$ cat config.mk
export PLATFORM = sky130hd
export DESIGN_NAME = semaphore_monitor
export DESIGN_NICKNAME = d
export VERILOG_FILES = /design/src/rtl/semaphore_monitor.sv
export SDC_FILE = /design/constraint.sdc
export NUM_CORES = 1
export LEC_CHECK = 0
export ABC_AREA = 1
export CORE_MARGIN = 1
export CORE_UTILIZATION = 40
export DETAILED_ROUTE_END_ITERATION = 8
export GPL_ROUTABILITY_DRIVEN = 0
export GPL_TIMING_DRIVEN = 0
export PLACE_DENSITY = 0.7
export RECOVER_POWER = 25
export SYNTH_ARGS = -nofsm -noshare
export SYNTH_HDL_FRONTEND = slang
export SYNTH_SLANG_ARGS = --single-unit
$ cat constraint.sdc
create_clock -name clk -period 1.68 [get_ports clk]
set_input_delay 0.168 -clock clk [delete_from_list [all_inputs] [get_ports clk]]
set_output_delay 0.168 -clock clk [all_outputs]
set_load 0.05 [all_outputs]
$ cat src/rtl/semaphore_monitor.sv
// semaphore_monitor: passive checker for the traffic-light lamp outputs.
// Registers the lamps, decodes the phase, and flags undecodable lamp
// combinations, out-of-order phase changes and wrong dwell times. It also
// counts error cycles and completed GREEN->RED cycles.
module semaphore_monitor #(
   parameter int RED_CYCLES    = 51,
   parameter int YELLOW_CYCLES = 11,
   parameter int GREEN_CYCLES  = 20,
   parameter int CNT_W         = 8
) (
   input  logic             clk,
   input  logic             rst,
   input  logic             red,
   input  logic             yellow,
   input  logic             green,
   output logic [3:0]       phase_out,
   output logic             err_illegal,
   output logic             err_sequence,
   output logic             err_timing,
   output logic             err_sticky,
   output logic [CNT_W-1:0] err_count,
   output logic [CNT_W-1:0] cycles_done
);

   localparam logic [2:0] ST_OFF     = 3'd0;
   localparam logic [2:0] ST_RED     = 3'd1;
   localparam logic [2:0] ST_YELLOW  = 3'd2;
   localparam logic [2:0] ST_GREEN   = 3'd3;
   localparam logic [2:0] ST_UNKNOWN = 3'd4;

   localparam logic [CNT_W-1:0] CNT_MAX    = '1;
   localparam logic [CNT_W-1:0] RED_EXP    = CNT_W'(RED_CYCLES);
   localparam logic [CNT_W-1:0] YELLOW_EXP = CNT_W'(YELLOW_CYCLES);
   localparam logic [CNT_W-1:0] GREEN_EXP  = CNT_W'(GREEN_CYCLES);

   logic [2:0]       s_lamp_q, s_lamp_d;
   logic [2:0]       cur_q, cur_d;
   logic [CNT_W-1:0] dwell_q, dwell_d;
   logic             partial_q, partial_d;
   logic             overrun_q, overrun_d;
   logic             err_illegal_q, err_illegal_d;
   logic             err_sequence_q, err_sequence_d;
   logic             err_timing_q, err_timing_d;
   logic             err_sticky_q, err_sticky_d;
   logic [CNT_W-1:0] err_count_q, err_count_d;
   logic [CNT_W-1:0] cycles_done_q, cycles_done_d;

   logic [2:0]       dec;
   logic [CNT_W-1:0] exp_dwell;
   logic             cur_timed;
   logic             legal;
   logic             any_err;

   // Decode the registered lamps into a phase; any multi-lamp pattern is UNKNOWN.
   always_comb begin
      s_lamp_d = {red, yellow, green};
      case (s_lamp_q)
         3'b000:  dec = ST_OFF;
         3'b100:  dec = ST_RED;
         3'b010:  dec = ST_YELLOW;
         3'b001:  dec = ST_GREEN;
         default: dec = ST_UNKNOWN;
      endcase
   end

   // Nominal dwell of the current phase and whether that phase is timed at all.
   always_comb begin
      exp_dwell = '0;
      cur_timed = 1'b1;
      case (cur_q)
         ST_RED:    exp_dwell = RED_EXP;
         ST_YELLOW: exp_dwell = YELLOW_EXP;
         ST_GREEN:  exp_dwell = GREEN_EXP;
         default:   cur_timed = 1'b0;
      endcase
   end

   // Transition legality: the normal ring, disable to OFF, and recovery from UNKNOWN.
   always_comb begin
      legal = (cur_q == ST_UNKNOWN) || (dec == ST_OFF) ||
              ((cur_q == ST_OFF)    && (dec == ST_RED))    ||
              ((cur_q == ST_RED)    && (dec == ST_YELLOW)) ||
              ((cur_q == ST_YELLOW) && (dec == ST_GREEN))  ||
              ((cur_q == ST_GREEN)  && (dec == ST_RED));
   end

   // Phase tracking, dwell counting and error detection.
   always_comb begin
      cur_d          = cur_q;
      dwell_d        = dwell_q;
      partial_d      = partial_q;
      overrun_d      = overrun_q;
      err_illegal_d  = 1'b0;
      err_sequence_d = 1'b0;
      err_timing_d   = 1'b0;
      cycles_done_d  = cycles_done_q;
      if (dec != cur_q) begin
         // Phase entry: restart dwell; a phase entered from UNKNOWN has an
         // unknown start time, so it is marked partial and never timed.
         cur_d     = dec;
         dwell_d   = {{(CNT_W-1){1'b0}}, 1'b1};
         partial_d = (cur_q == ST_UNKNOWN);
         overrun_d = 1'b0;
         if (dec == ST_UNKNOWN) begin
            err_illegal_d = 1'b1;
         end else if (!legal) begin
            err_sequence_d = 1'b1;
         end else if ((dec != ST_OFF) && cur_timed && !partial_q && !overrun_q) begin
            // Exit check; an overrun phase was already reported by the timeout.
            if (dwell_q != exp_dwell) begin
               err_timing_d = 1'b1;
            end else if ((cur_q == ST_GREEN) && (dec == ST_RED)) begin
               cycles_done_d = cycles_done_q + 1'b1;
            end
         end
      end else begin
         if (dwell_q != CNT_MAX) begin
            dwell_d = dwell_q + 1'b1;
         end
         if (dec == ST_UNKNOWN) begin
            err_illegal_d = 1'b1;
         end
         // Phase still held after its full nominal dwell: report the overrun once.
         if (cur_timed && !partial_q && !overrun_q && (dwell_q == exp_dwell)) begin
            err_timing_d = 1'b1;
            overrun_d    = 1'b1;
         end
      end
   end

   // Error aggregation: one count per cycle with any error, saturating.
   always_comb begin
      any_err      = err_illegal_d | err_sequence_d | err_timing_d;
      err_sticky_d = err_sticky_q | any_err;
      err_count_d  = err_count_q;
      if (any_err && (err_count_q != CNT_MAX)) begin
         err_count_d = err_count_q + 1'b1;
      end
   end

   // State registers with asynchronous clear.
   always_ff @(posedge clk or posedge rst) begin
      if (rst) begin
         s_lamp_q       <= 3'b000;
         cur_q          <= ST_OFF;
         dwell_q        <= '0;
         partial_q      <= 1'b0;
         overrun_q      <= 1'b0;
         err_illegal_q  <= 1'b0;
         err_sequence_q <= 1'b0;
         err_timing_q   <= 1'b0;
         err_sticky_q   <= 1'b0;
         err_count_q    <= '0;
         cycles_done_q  <= '0;
      end else begin
         s_lamp_q       <= s_lamp_d;
         cur_q          <= cur_d;
         dwell_q        <= dwell_d;
         partial_q      <= partial_d;
         overrun_q      <= overrun_d;
         err_illegal_q  <= err_illegal_d;
         err_sequence_q <= err_sequence_d;
         err_timing_q   <= err_timing_d;
         err_sticky_q   <= err_sticky_d;
         err_count_q    <= err_count_d;
         cycles_done_q  <= cycles_done_d;
      end
   end

   // One-hot phase output from the tracked state.
   always_comb begin
      case (cur_q)
         ST_OFF:    phase_out = 4'b0001;
         ST_RED:    phase_out = 4'b0010;
         ST_YELLOW: phase_out = 4'b0100;
         ST_GREEN:  phase_out = 4'b1000;
         default:   phase_out = 4'b0000;
      endcase
   end

   assign err_illegal  = err_illegal_q;
   assign err_sequence = err_sequence_q;
   assign err_timing   = err_timing_q;
   assign err_sticky   = err_sticky_q;
   assign err_count    = err_count_q;
   assign cycles_done  = cycles_done_q;

endmodule

# Word level (Yosys, flattened, before mapping)
# Index checks and enable logic that the tools add are counted.
dict set report totals {
  input_bits 5
  output_inout_bits 24
  elab_cells 79
  reg_bits 36
}
dict set report classes {
  n_eq_ne 16
  n_mux 18
  n_bitwise 5
  addsub 3
  reduce_logical 26
}
# cell n
set ops {}
lappend ops {{$add A8 B1 Y8 const B} 3}
lappend ops {{$pmux W6 S3} 1}
lappend ops {{$mux W8} 2}
lappend ops {{$ne A8 B8 Y1 const B} 2}
lappend ops {{$pmux W4 S4} 1}
lappend ops {{$eq A3 B2 Y1 const B} 5}
lappend ops {{$mux W1} 13}
lappend ops {{$pmux W3 S4} 1}
lappend ops {{$logic_and A1 B1 Y1} 11}
lappend ops {{$eq A3 B1 Y1 const B} 3}
lappend ops {{$eq A3 B3 Y1 const B} 3}
lappend ops {{$logic_not A3 Y1} 3}
lappend ops {{$eq A8 B8 Y1} 1}
lappend ops {{$ne A8 B8 Y1} 1}
lappend ops {{$reduce_and A6 Y1} 1}
lappend ops {{$logic_or A1 B1 Y1} 5}
lappend ops {{$reduce_bool A2 Y1} 2}
lappend ops {{$ne A3 B3 Y1} 1}
lappend ops {{$or A1 B1 Y1} 3}
lappend ops {{$reduce_bool A3 Y1} 1}
lappend ops {{$reduce_or A3 Y1} 1}
lappend ops {{$logic_not A1 Y1} 2}
lappend ops {{$not A1 Y1} 2}

# Logic depth before layout (Yosys ltp)
dict set report depth {
  word_depth 14
  mapped_depth 16
  depth_no_buf 14
}

# Worst setup path after synthesis
# No wires, ideal clock.
dict set report synth_timing {
  path_type {reg-to-reg}
  startpoint {register cur_q[0]}
  endpoint {register err_count_q[3], in the netlist err_count[3]}
  path_buffers 2
  synth_period_minus_slack_ps 2126
  slack_ps -446
  t_required_ps 1560
  setup_ps 120
  stages_incl_launch_ff 16
  arrival_ps 2007
  path_cell_list {dfrtp_1 > buf_6 > nand2_1 > nor2_1 > nand2_1 > nand2_1 > nor2_1 > nand2_1 > nor2_2 > nor2_2 > nor2_2 > nand2_2 > buf_6 > nand2_2 > nand2_1 > nand2_1}
}
dict set report synth_via {
  elab_chain_len 12
  elab_cells_between_ends 38
  cone_classes {eq/ne: 7; mux: 11; bitwise: 2; reduce/logical: 18}
}
# element line_no
set synth_lines {}
lappend synth_lines {{start, declared} 37} ;# logic [2:0] cur_q, cur_d;
lappend synth_lines {{start signal, assigned} 157} ;# cur_q <= cur_d;
lappend synth_lines {{parallel branches: the longest is 10 deep, another holds $ne A8 B8 Y1} --}
lappend synth_lines {{$or A1 B1 Y1 *} 133} ;# any_err = err_illegal_d | err_sequence_d | err_timing_d;
lappend synth_lines {{$logic_and A1 B1 Y1 *} 136} ;# if (any_err && (err_count_q != CNT_MAX)) begin
lappend synth_lines {{end signal, assigned} 165} ;# err_count_q <= err_count_d;
lappend synth_lines {{end, declared} 45} ;# logic [CNT_W-1:0] err_count_q, err_count_d;
# Mark *: on every way between the ends.
# A chain may end at the register's enable or synchronous reset.

# Worst setup path in the final report
dict set report layout_timing {
  startpoint {register cur_q[2]}
  endpoint {register err_count_q[1], in the netlist err_count[1]}
}
# Same word-level chain as after synthesis.

==> results.sh <==
export IMPL_start_kind="flip-flop"
export IMPL_fin_crit_ps=1810
export IMPL_die_area_um2=5470
export IMPL_root_buffer="clkbuf_8"
export IMPL_fmax_mhz=553
export IMPL_final_antenna_net_count=0
export IMPL_synth_top_area_share_pct=43.5
export IMPL_synth_area_leaders="dfrtp_1 43%, nand2_1 12%, inv_1 6.3%, nand3_1 6.0%, nor2_1 5.1%"
export IMPL_yosysUniqueCellTypes=27
export IMPL_core_um2=4850
export IMPL_route_detailed_drc=0
export IMPL_clk_latency_ps=290
export IMPL_drive_gt1_share_pct=28.9
export IMPL_wl_per_cell_um=11.6
export IMPL_tightestPinTransition_ps=744
export IMPL_whs_ps=430
export IMPL_clock_skew_ps=5.18
export IMPL_final_util_pct=57.9
export IMPL_peakVddDrop_mv=0.957
export IMPL_antenna_found_initial=0
export IMPL_yosys_cell_count_top_type="nand2_1"
export IMPL_critPathCaptureType="flip-flop"
export IMPL_routed_wl_um=4540
export IMPL_grt_pass1_wl_um=7200
export IMPL_clk_pin_slew_worst_paths_ps=70
export IMPL_setup_viol=16
export IMPL_drt_pass1_iter_count=4
export IMPL_max_cap_violations=0
export IMPL_slew_violations=0
export IMPL_grt_overflow_total=0
export IMPL_worstPathRequired_ps=1870
export IMPL_status="complete, but fails checks"
export IMPL_hold_class="in2reg"
export IMPL_met1_usage_pct=22.2
export IMPL_power_leakage_nw=1.48
export IMPL_fp_dieW_um=74.0
export IMPL_syn_to_final_growth_pct=35.4
export IMPL_worstRegToRegCells=13
export IMPL_setup_ws_ps=-128
export IMPL_grt_busiest_layer="met2"
export IMPL_ctsHoldBuffers=0
export IMPL_ys_seq_area_share_pct=43.5
export IMPL_synth_area_um2=2070
export IMPL_grt_use_met2_pct=27.7
export IMPL_h_tree_depth=2
export IMPL_dpl_worst_slack_ps=-192
export IMPL_timing_rr_end="err_count[1]"
export IMPL_fin_cells=392
export IMPL_clock_sinks=36
export IMPL_yosys_area_top_type="dfrtp_1"
export IMPL_power_density_nw_per_um2=960
export IMPL_num_vias=1869
export IMPL_grt_max_degree=37
export IMPL_fin_crit_sh_pct=108
export IMPL_grt_setup_unrepaired="yes"
export IMPL_yosys_top_cells_count="68 x nand2_1, 36 x dfrtp_1, 35 x inv_1, 28 x nor2_1, 25 x nand3_1"
export IMPL_final_setup_tns_ps=-1300
export IMPL_crit_start="cur_q[2]"
export IMPL_r2r_start="cur_q[2]"
export IMPL_ioPinCount=29
export IMPL_synth_async_sr_flop_share_pct=100
export IMPL_nNetsFinal=332
export IMPL_syn_area_per_cell_um2=7.67
export IMPL_track_usage_pct=17.4
export IMPL_violations="negative setup slack"
export IMPL_grt_pass1_vias=1627
export IMPL_critPathKind="reg2reg"
export IMPL_num_rows=25
export IMPL_path_max_fanout=10
export IMPL_num_antenna_cells=0
export IMPL_die_h_um=74.0
export IMPL_holdPathStages=1
export IMPL_hpwl_um=2970
export IMPL_netlist_instances=270
export IMPL_start_util_pct=42.7
export IMPL_yosysWarnings=0
export IMPL_io_buffers=28
export IMPL_synth_edf_count=0
export IMPL_cts_buffer_depth=2
export IMPL_use_met3_pct=4.34
export IMPL_slew_headroom_pct=50.3
export IMPL_cts_buffers=5
export IMPL_ys_ff_latch=36
export IMPL_cp_data_arrival_time_ps=2000
export IMPL_hold_viol=0
export IMPL_drt_iter0_drc=67
export IMPL_min_from="red"
export IMPL_dp_cells=365
export IMPL_vias_per_cell=4.77
export IMPL_cts_tree="yes"
export IMPL_min_to="s_lamp_q[2]"
export IMPL_synth_ff_type="dfrtp_1"
export IMPL_syn_nets=278
export IMPL_r2r_slack_ps=-130
[area by class of cell]
cell class | count | area, um^2
multi-input cells | 192 | 1110
repair buffers | 47 | 408
fillers | 440 | 2040
well taps | 67 | 83.8
flip-flops and latches | 36 | 908
plain buffers | 3 | 33.8
clock inverters | 2 | 35.0
inverters | 39 | 153
clock buffers | 6 | 72.6
[logic make-up (layout without fill, tap and decap cells)]
family	after synthesis	count (layout)	share of synthesized area, %
buffers and inverters	42	97	8.51
adder cells (fa/ha/maj)	3	3	1.81
AO/OA/AOI/OAI	16	16	4.11
AND/OR/NAND/NOR	164	164	38.3
flip-flops	36	36	43.5
XOR/XNOR	9	9	3.80
[per-layer routing]
| metal | share of wire [%] | vias up |
|---|---|---|
| li1 | - | 961 |
| met1 | 46 | 865 |
| met2 | 48 | 32 |
| met3 | 3.7 | 11 |
| met4 | 2.3 | 0 |
| met5 | 0 | - |
[critical path, cell delays in order (launching register included)]
cell	delay, ps
dfrtp_2	470
inv_4	130
nand2_4	80
nand2_1	80
nand3_1	120
inv_2	80
nand3_2	100
nor2_4	140
nor2_2	50
nor2_2	110
nand2_2	80
buf_6	150
nand3_1	60
nand2_1	50
[worst max-delay path by stage]
| stage | endpoint | cells after the start |
|---|---|---|
| floorplan | err_count[2] | 13 |
| global placement | cur_q[2] | 2 |
| detailed placement | err_count[2] | 12 |
| CTS | err_count[0] | 14 |
| global route | err_count[4] | 13 |
| finish | err_count[1] | 13 |
[registers in the layout, indices dropped and copies added (netlist names)]
register,flops
cycles_done,8
dwell_q,8
err_count,8
cur_q,3
s_lamp_q,3
err_illegal,1
err_sequence,1
err_sticky,1
err_timing,1
overrun_q,1
partial_q,1
[power by group]
group          internal, mW  switching, mW
Combinational         0.290          0.579
Clock                 0.440          0.318
Sequential            0.962          0.104
[placed cells by master, fill, tap and decap left out, drive strengths merged, types with 6 or more instances in the layout]
| cell type | synthesis | final |
|---|---|---|
| nand3 | 28 | 28 |
| a21oi | 8 | 8 |
| inv | 39 | 38 |
| dlygate4sd2 | 0 | 11 |
| clkbuf | 0 | 6 |
| o21ai | 7 | 7 |
| nand2 | 79 | 79 |
| nor2 | 39 | 39 |
| buf | 3 | 25 |
| dfrtp | 36 | 36 |
| nand4 | 9 | 9 |
[through the flow]
stage | cell area [um^2] | power [mW]
3_3_place_gp | 2470 | 1.90
6_report | 2810 | 2.69
3_5_place_dp | 2470 | 1.91
2_1_floorplan | 2110 | 1.67
4_1_cts | 2690 | 2.69
5_1_grt | 2810 | 2.85
[repair_timing]
| item | 4_1_cts | 5_1_grt |
|---|---|---|
| endpoints found under the setup margin | 34 | 29 |
| pin swaps | 6 | 5 |
| resized for setup | 43 | 22 |
| buffers inserted | 11 | 8 |
No activity file was read; power rests on OpenSTA's default activity.
